===== src/rtl/fetch_unit_if.sv =====
// Bus bundle for the fetch unit: InstructionBuffer fetch handshake, Decoder
// issue port and the branch/jump redirect.
interface fetch_unit_if;
  logic        ib_request_out;
  logic [31:0] ib_address_out;
  logic        ib_ready_in;
  logic [31:0] ib_instruction_in;
  logic        dec_ready_in;
  logic        dec_issue_signal_out;
  logic [31:0] dec_inst_out;
  logic [31:0] dec_pc_out;
  logic        redirect_valid_in;
  logic [31:0] redirect_pc_in;

  modport master (
    output ib_request_out,
    output ib_address_out,
    input  ib_ready_in,
    input  ib_instruction_in,
    input  dec_ready_in,
    output dec_issue_signal_out,
    output dec_inst_out,
    output dec_pc_out,
    input  redirect_valid_in,
    input  redirect_pc_in
  );

  modport slave (
    input  ib_request_out,
    input  ib_address_out,
    output ib_ready_in,
    output ib_instruction_in,
    output dec_ready_in,
    input  dec_issue_signal_out,
    input  dec_inst_out,
    input  dec_pc_out,
    output redirect_valid_in,
    output redirect_pc_in
  );
endinterface


===== src/rtl/fetch_unit.sv =====
// Instruction fetch unit: one-outstanding-request fetch FSM feeding a circular
// {inst, pc} queue that issues in order to the Decoder; redirects flush everything.
module fetch_unit #(
  parameter int unsigned QUEUE_DEPTH = 4,
  parameter logic [31:0] RESET_PC    = 32'h0
) (
  input logic          clk,
  input logic          rst,
  fetch_unit_if.master bus
);

  localparam int PTR_W = $clog2(QUEUE_DEPTH);
  localparam int CNT_W = PTR_W + 1;

  typedef enum logic [1:0] {
    IDLE,
    WAITING,
    DISCARD
  } state_t;

  typedef struct packed {
    logic [31:0] inst;
    logic [31:0] pc;
  } entry_t;

  state_t           state;
  state_t           state_next;
  entry_t           queue [QUEUE_DEPTH];
  logic [PTR_W-1:0] head;
  logic [PTR_W-1:0] tail;
  logic [CNT_W-1:0] count;
  logic             full;

  logic [31:0]      pc;
  logic [31:0]      req_addr;
  logic             issue;
  logic [31:0]      issue_inst;
  logic [31:0]      issue_pc;

  logic             flush;
  logic             do_request;
  logic             do_push;
  logic             do_pop;

  // A slot is reserved at request time: only one fetch is ever in flight, and
  // it is launched from IDLE only while the queue has room.
  assign full = (count == CNT_W'(QUEUE_DEPTH));

  always_ff @(posedge clk or posedge rst) begin
    if (rst) state <= IDLE;
    else     state <= state_next;
  end

  // NOTE: every output of this block gets a default first, so no path leaves
  // a signal unassigned and no latch is inferred.
  always_comb begin
    state_next = state;
    flush      = bus.redirect_valid_in;
    do_request = 1'b0;
    do_push    = 1'b0;
    do_pop     = !flush && (count != '0) && bus.dec_ready_in;
    unique case (state)
      IDLE: begin
        if (!flush && !full) begin
          do_request = 1'b1;
          state_next = WAITING;
        end
      end
      WAITING: begin
        if (bus.ib_ready_in) begin
          do_push    = !flush;
          state_next = IDLE;
        end else if (flush) begin
          state_next = DISCARD;
        end
      end
      DISCARD: begin
        // The stale response retires the outstanding fetch even when another
        // redirect lands on the same edge; waiting longer would never end.
        if (bus.ib_ready_in) state_next = IDLE;
      end
      default: state_next = IDLE;
    endcase
  end

  // NOTE: sequential state uses non-blocking assignments so every register
  // samples pre-edge values regardless of statement order.
  always_ff @(posedge clk or posedge rst) begin
    if (rst) begin
      pc         <= RESET_PC;
      req_addr   <= '0;
      head       <= '0;
      tail       <= '0;
      count      <= '0;
      issue      <= 1'b0;
      issue_inst <= '0;
      issue_pc   <= '0;
    end else begin
      if (flush)           pc <= bus.redirect_pc_in & ~32'd3;
      else if (do_request) pc <= pc + 32'd4;

      if (do_request) req_addr <= pc;

      if (flush) begin
        head  <= '0;
        tail  <= '0;
        count <= '0;
      end else begin
        if (do_push) tail <= tail + PTR_W'(1);
        if (do_pop)  head <= head + PTR_W'(1);
        unique case ({do_push, do_pop})
          2'b10:   count <= count + CNT_W'(1);
          2'b01:   count <= count - CNT_W'(1);
          default: count <= count;
        endcase
      end

      issue <= do_pop;
      if (do_pop) begin
        issue_inst <= queue[head].inst;
        issue_pc   <= queue[head].pc;
      end else begin
        issue_inst <= '0;
      end
    end
  end

  // NOTE: the queue storage has no reset; occupancy is tracked by count and
  // the pointers, so stale slot contents are never observed.
  always_ff @(posedge clk) begin
    if (do_push) queue[tail] <= {bus.ib_instruction_in, req_addr};
  end

  assign bus.ib_request_out       = (state == WAITING);
  assign bus.ib_address_out       = req_addr;
  assign bus.dec_issue_signal_out = issue;
  assign bus.dec_inst_out         = issue_inst;
  assign bus.dec_pc_out           = issue_pc;

endmodule


===== src/flat_wrapper.sv =====
// flat-port wrapper written by rule: the top's interface ports become plain ports
module fetch_unit_flat 
#(
  parameter int unsigned QUEUE_DEPTH = 4,
  parameter logic [31:0] RESET_PC    = 32'h0
)
  (clk, rst, bus_ib_request_out, bus_ib_address_out, bus_ib_ready_in, bus_ib_instruction_in, bus_dec_ready_in, bus_dec_issue_signal_out, bus_dec_inst_out, bus_dec_pc_out, bus_redirect_valid_in, bus_redirect_pc_in);
  fetch_unit_if bus_i ();
  input logic clk;
  input logic rst;
  output wire logic [$bits(bus_i.ib_request_out)-1:0] bus_ib_request_out;
  output wire logic [$bits(bus_i.ib_address_out)-1:0] bus_ib_address_out;
  input wire logic [$bits(bus_i.ib_ready_in)-1:0] bus_ib_ready_in;
  input wire logic [$bits(bus_i.ib_instruction_in)-1:0] bus_ib_instruction_in;
  input wire logic [$bits(bus_i.dec_ready_in)-1:0] bus_dec_ready_in;
  output wire logic [$bits(bus_i.dec_issue_signal_out)-1:0] bus_dec_issue_signal_out;
  output wire logic [$bits(bus_i.dec_inst_out)-1:0] bus_dec_inst_out;
  output wire logic [$bits(bus_i.dec_pc_out)-1:0] bus_dec_pc_out;
  input wire logic [$bits(bus_i.redirect_valid_in)-1:0] bus_redirect_valid_in;
  input wire logic [$bits(bus_i.redirect_pc_in)-1:0] bus_redirect_pc_in;
  assign bus_ib_request_out = bus_i.ib_request_out;
  assign bus_ib_address_out = bus_i.ib_address_out;
  assign bus_i.ib_ready_in = bus_ib_ready_in;
  assign bus_i.ib_instruction_in = bus_ib_instruction_in;
  assign bus_i.dec_ready_in = bus_dec_ready_in;
  assign bus_dec_issue_signal_out = bus_i.dec_issue_signal_out;
  assign bus_dec_inst_out = bus_i.dec_inst_out;
  assign bus_dec_pc_out = bus_i.dec_pc_out;
  assign bus_i.redirect_valid_in = bus_redirect_valid_in;
  assign bus_i.redirect_pc_in = bus_redirect_pc_in;
  fetch_unit #(.QUEUE_DEPTH(QUEUE_DEPTH), .RESET_PC(RESET_PC)) u_core (.clk(clk), .rst(rst), .bus(bus_i));
endmodule

===== config.mk =====
export PLATFORM = sky130hd
export DESIGN_NAME = fetch_unit_flat
export DESIGN_NICKNAME = d
export VERILOG_FILES = /design/src/rtl/fetch_unit_if.sv /design/src/rtl/fetch_unit.sv /design/src/flat_wrapper.sv
export SDC_FILE = /design/constraint.sdc
export NUM_CORES = 1
export LEC_CHECK = 0
export CAP_MARGIN = 20
export CORE_MARGIN = 3
export CORE_UTILIZATION = 55
export CTS_BUF_LIST = sky130_fd_sc_hd__clkbuf_4 sky130_fd_sc_hd__clkbuf_8 sky130_fd_sc_hd__clkbuf_16
export CTS_CLUSTER_DIAMETER = 80
export DETAILED_ROUTE_END_ITERATION = 10
export PLACE_DENSITY = 0.83
export SETUP_SLACK_MARGIN = 0.5
export SYNTH_ARGS = -nofsm -noshare
export SYNTH_HDL_FRONTEND = slang
export SYNTH_SLANG_ARGS = --single-unit

===== constraint.sdc =====
create_clock -name clk -period 11.5 [get_ports clk]
set_clock_uncertainty 0.05 [all_clocks]
set_input_delay 2.3 -clock clk [delete_from_list [all_inputs] [get_ports clk]]
set_output_delay 2.3 -clock clk [all_outputs]
set_load 0.05 [all_outputs]

# Yosys cells after proc, flatten, opt, wreduce, memory -nomap -nowiden
# Memory sizes are Yosys's and may differ from the RTL's.
# Index checks and enable logic that the tools add are counted.
# totals
ff_bits	138
mem_bits_rw	256
inputBits	69
output_inout_bits	98
wordCells	55
memories	1
# classes
add_sub_neg	5
eq_ne	8
n_mux	20
n_reduce_logical	12
# mem_list
memory	depth	width	read_ports	rd_clocked_by_memory_dff	write_ports	line_no	text
u_core.queue	4	64	1	0	1	fetch_unit.sv:28	entry_t queue [QUEUE_DEPTH];
# ops
cell	count
$mux W32	3
$add A32 B3 Y32 const B	1
$mux W2	8
$mux W1	6
$pmux W2 S3	1
$pmux W3 S2	1
$reduce_bool A2 Y1	3
$reduce_bool A3 Y1	2
$add A2 B1 Y2 const B	2
$eq A2 B1 Y1 const B	2
$eq A2 B2 Y1 const B	2
$add A3 B1 Y3 const B	1
$eq A3 B3 Y1 const B	1
$logic_and A1 B1 Y1	3
$mux W3	1
$ne A3 B1 Y1 const B	1
$reduce_and A3 Y1	1
$sub A3 B1 Y3 const B	1
$logic_not A1 Y1	2
$logic_not A2 Y1	1
$ne A2 B1 Y1 const B	1
$ne A2 B2 Y1 const B	1

# Logic depth before layout (Yosys ltp)
# depth
ltp_word	7
depth_mapped	9
ltp_nobuf	8

# Worst setup path after synthesis
# OpenSTA, ideal clock, no wires.
# synth_path
path_type	input-to-reg
startpoint	input port bus_redirect_valid_in
endpoint	memory u_core.queue[0][10] (netlist bit) (enable)
setup_ps	427
arrival_ps	4352
required_ps	11023
setup_slack_ps	6671
path_stages	4
path_buffers	2
cell_sequence	buf_1 buf_1 nor2_1 and2_1
# synth_between
elab_chain_cells	5
# synth_rtl
element	line_no	text
from (decl)	flat_wrapper.sv:19	input wire logic [$bits(bus_i.redirect_valid_in)-1:0] bus_redirect_valid_in;
$logic_not A1 Y1	fetch_unit.sv:71	do_push = !flush;
$mux W1	fetch_unit.sv:70	if (bus.ib_ready_in) begin
$mux W1	fetch_unit.sv:62	unique case (state)
$mux W1	fetch_unit.sv:131	if (do_push) queue[tail] <= {bus.ib_instruction_in, req_addr};
$mux W1 (not written as such)	fetch_unit.sv:131	
to (decl)	fetch_unit.sv:28	
# Every way passes these cells.

# Final worst setup path
# layout_path
startpoint	input port bus_redirect_valid_in
endpoint	register u_core.pc[24]
# layout_between
elab_chain_cells	5
elab_cells_between_ends	6
cone_classes	3 x mux; 3 x reduce/logical
# layout_rtl
element	line_no	text
$logic_not A1 Y1	fetch_unit.sv:64	if (!flush && !full) begin
$logic_and A1 B1 Y1	fetch_unit.sv:64	
$mux W1	fetch_unit.sv:64	
$mux W1	fetch_unit.sv:62	
$reduce_bool A2 Y1 (no source line)	n/a	
to (signal assigned)	fetch_unit.sv:99	if (flush) pc <= bus.redirect_pc_in & ~32'd3;
to (signal assigned)	fetch_unit.sv:100	else if (do_request) pc <= pc + 32'd4;
to (decl)	fetch_unit.sv:34	logic [31:0] pc;
# Parallel ways exist; a longest one is shown, timed or not.
# A chain may end at the register's enable or synchronous reset.

==> results.json <==
{
  "status": "complete, no violations",
  "clockBufferDepth": 3,
  "pwr_density_cell_nw_per_um2": 239.4,
  "hold_path_depth": 1,
  "final_common_cell": "edfxtp_1",
  "slowest_stage": "nor2_2",
  "setup_tns_ns": 0,
  "ys_seq_area_frac": 0.7370,
  "cts_hold_buf": 0,
  "crit_path_start": "bus_redirect_valid_in",
  "grt_max_degree": 68,
  "cts.sinks": 380,
  "multi_input_area_um2": 3623,
  "drc": 0,
  "root_buffer": "clkbuf_16",
  "io_buffers": 160,
  "period_needed_ns": 4.833,
  "r2r-start": "u_core.state[0]$_DFFE_PP0P_",
  "slew_headroom": 0.3109,
  "start_util": 0.5694,
  "num_rows": 58,
  "cts_tree": "yes",
  "final_area_um2": 17780,
  "hp-class": "reg2reg",
  "ios": 167,
  "htree_levels": 2,
  "synthCells": 846,
  "crit_type": "in2reg",
  "required_ns": 11.85,
  "die_w_um": 168.9,
  "ff2ff_setup_slack_ns": 8.77,
  "area_growth_syn_to_layout_pct": 21.86,
  "critPathMaxStageDelay_ns": 0.57,
  "setup_viol": 0,
  "postCtsSetupBuffers": 0,
  "whs_ns": 0.4332,
  "place_congestion": 0.8574,
  "grt.overflow.total": 0,
  "drt-total-wl_um": 29160,
  "rr_worst_depth": 6,
  "final_cell_mix": "edfxtp_1, clkdlybuf4s50_1, dfrtp_1, nand2_1, mux4_2",
  "drive_gt1_frac": 0.1563,
  "synth_edf_count": 248,
  "period_share": 0.4203,
  "path_max_fanout": 48,
  "wl_met2_um": 14870,
  "critPathCaptureType": "flop",
  "fill_cells": 1629,
  "drt-vias-per-instance": 5.818,
  "hold_viol": 0,
  "rsz0062_at_grt": "no",
  "synth_ff_type": "edfxtp_1",
  "antenna_left": 0,
  "synth.avg_cell_area_um2": 17.24,
  "wl_per_cell_um": 21.23,
  "dieHeight_um": 168.9,
  "drtIter0Drc": 735,
  "route.top_layer_used": "met4",
  "tightest_slew_ns": 1.034,
  "first_pass_iters": 5,
  "start_kind": "input port",
  "async_flop_share": 0.3474,
  "grt_use_total": 0.2082,
  "met1_length_um": 12290,
  "report.power.total_w": 0.004256,
  "irDropWorstVdd_uv": 143.1,
  "core_region_area_um2": 25620,
  "worstPathCellList": "clkdlybuf4s50_1 -> buf_4 -> or3_4 -> nor2_2 -> buf_4 -> nor2_2 -> a21o_1 -> a221o_1",
  "r2r_end": "u_core.pc[24]$_DFFE_PP0N_",
  "max_freq_mhz": 206.9,
  "worstPathArrival_ns": 5.18,
  "dpl_cell_area_um2": 16470,
  "drv_slew": 0,
  "cap_violations": 0,
  "preCtsSetupSlack_ns": 6.179,
  "regArea_um2": 10760,
  "antenna_found_initial": 0,
  "grt_pass1_vias": 8362,
  "clkSlewWorstSetupHoldPaths_ns": 0.06,
  "synth_seq_cells": 380,
  "ys_types": 56,
  "worst_slack_ns": 6.667,
  "worstSkewPairLatency_ns": 0.51,
  "yosys_warnings": 0,
  "min-delay-start": "u_core.bus.dec_pc_out[10]$_DFFE_PP0P_",
  "finalNetCount": 1088,
  "wl_met3_um": 1541,
  "cts_resized": 0,
  "via_count": 7988,
  "grt_pass1_wl_um": 46530,
  "p_leak_nw": 6.504,
  "numCtsBuffers": 39,
  "min_to": "u_core.bus.dec_pc_out[10]$_DFFE_PP0P_",
  "hpwlAfterDp_um": 16460,
  "syn-cell-area_um2": 14590,
  "fp.dieArea_um2": 28510,
  "num_antenna_cells": 0
}
-- Yosys cell counts (all sizes together) (3+ instances only) --
cell    count  area [um2]
a21o        3       22.52
a32oi       3       26.28
and2       40       250.2
nand4      14       100.1
mux4       62        1396
mux2i       4       40.04
nand2     117       439.2
and3        4       25.02
clkbuf     14       52.55
nand3      12       70.07
a21oi       6       30.03
o311ai      8       70.07
nand3b      3       22.52
nor4        3       48.80
ha          5       62.56
o21ai      21       105.1
buf        29       158.9
nor3        5       25.02
nor2       26       105.1
inv         7       26.28
xnor2       5       43.79
a31oi       3       18.77
nor2b       5       31.28
a31o        3       26.28
a221o       3       30.03
o211ai      9       67.56
and4        3       26.28
or3         3       23.77
dfrtp     132        3303
mux2       31       349.1
edfxtp    248        7447
-- registers in the layout, indices dropped and copies added, names as in the netlist --
register                         cells
u_core.queue                       248
u_core.bus.dec_inst_out             32
u_core.bus.dec_pc_out               30
u_core.bus.ib_address_out           30
u_core.pc                           30
u_core.count                         3
u_core.head                          2
u_core.state                         2
u_core.tail                          2
u_core.bus.dec_issue_signal_out      1
-- logic make-up after synthesis --
kind of cell    Yosys count  share of synthesized area
flops                   380                     0.7370
simple gates            239                    0.08235
mux                      97                     0.1224
compound gates           66                    0.03217
buf+inv                  51                    0.01656
fa+ha+maj                 6                   0.005661
xor+xnor                  6                   0.003603
other cells               1                  0.0002571
-- where the power goes --
group          switching, W  total (W)  internal [W]
clock              0.000500    0.00126      0.000761
combinational      0.000700    0.00114      0.000439
sequential         0.000184    0.00186       0.00167
-- worst max-delay path, delay by kind of cell --
kind | cells | cell delay, ns
AND/OR/NAND/NOR | 3 | 1.27
AO/OA/AOI/OAI | 2 | 0.50
buffers and inverters | 3 | 1.10
-- area by class of cell --
class / count / area share
clock inverters: 12 / 0.006546
clock buffers: 59 / 0.06673
multi-input cells: 418 / 0.2038
repair buffers: 166 / 0.09249
well taps: 330 / 0.02323
flip-flops and latches: 380 / 0.6052
inverters: 8 / 0.001971
-- through the flow --
stage | instances | utilization
floorplan | 849 | -
CTS | 1372 | 0.6937
global route | 1373 | 0.6939
detailed placement | 1301 | 0.6429
global placement | 1301 | 0.6429
finish | 1373 | 0.6939
-- worst max path at each step --
stage	to	slack, ns
3_3_place_gp	u_core.pc[24]$_DFFE_PP0N_	6.18
3_5_place_dp	u_core.pc[9]$_DFFE_PP0N_	6.18
4_1_cts	u_core.pc[24]$_DFFE_PP0N_	6.72
6_report	u_core.pc[24]$_DFFE_PP0N_	6.67
5_1_grt	u_core.pc[24]$_DFFE_PP0N_	6.53
2_1_floorplan	u_core.bus.dec_inst_out[0]$_DFF_PP0_	5.62
-- routing by layer --
layer / GRT usage / vias up
li1: - / 3547
met1: 0.2898 / 4134
met2: 0.3457 / 274
met3: 0.04017 / 33
met4: 0.05301 / 0
met5: 0 / -
Note: power is estimated with default switching activity, not from simulation.
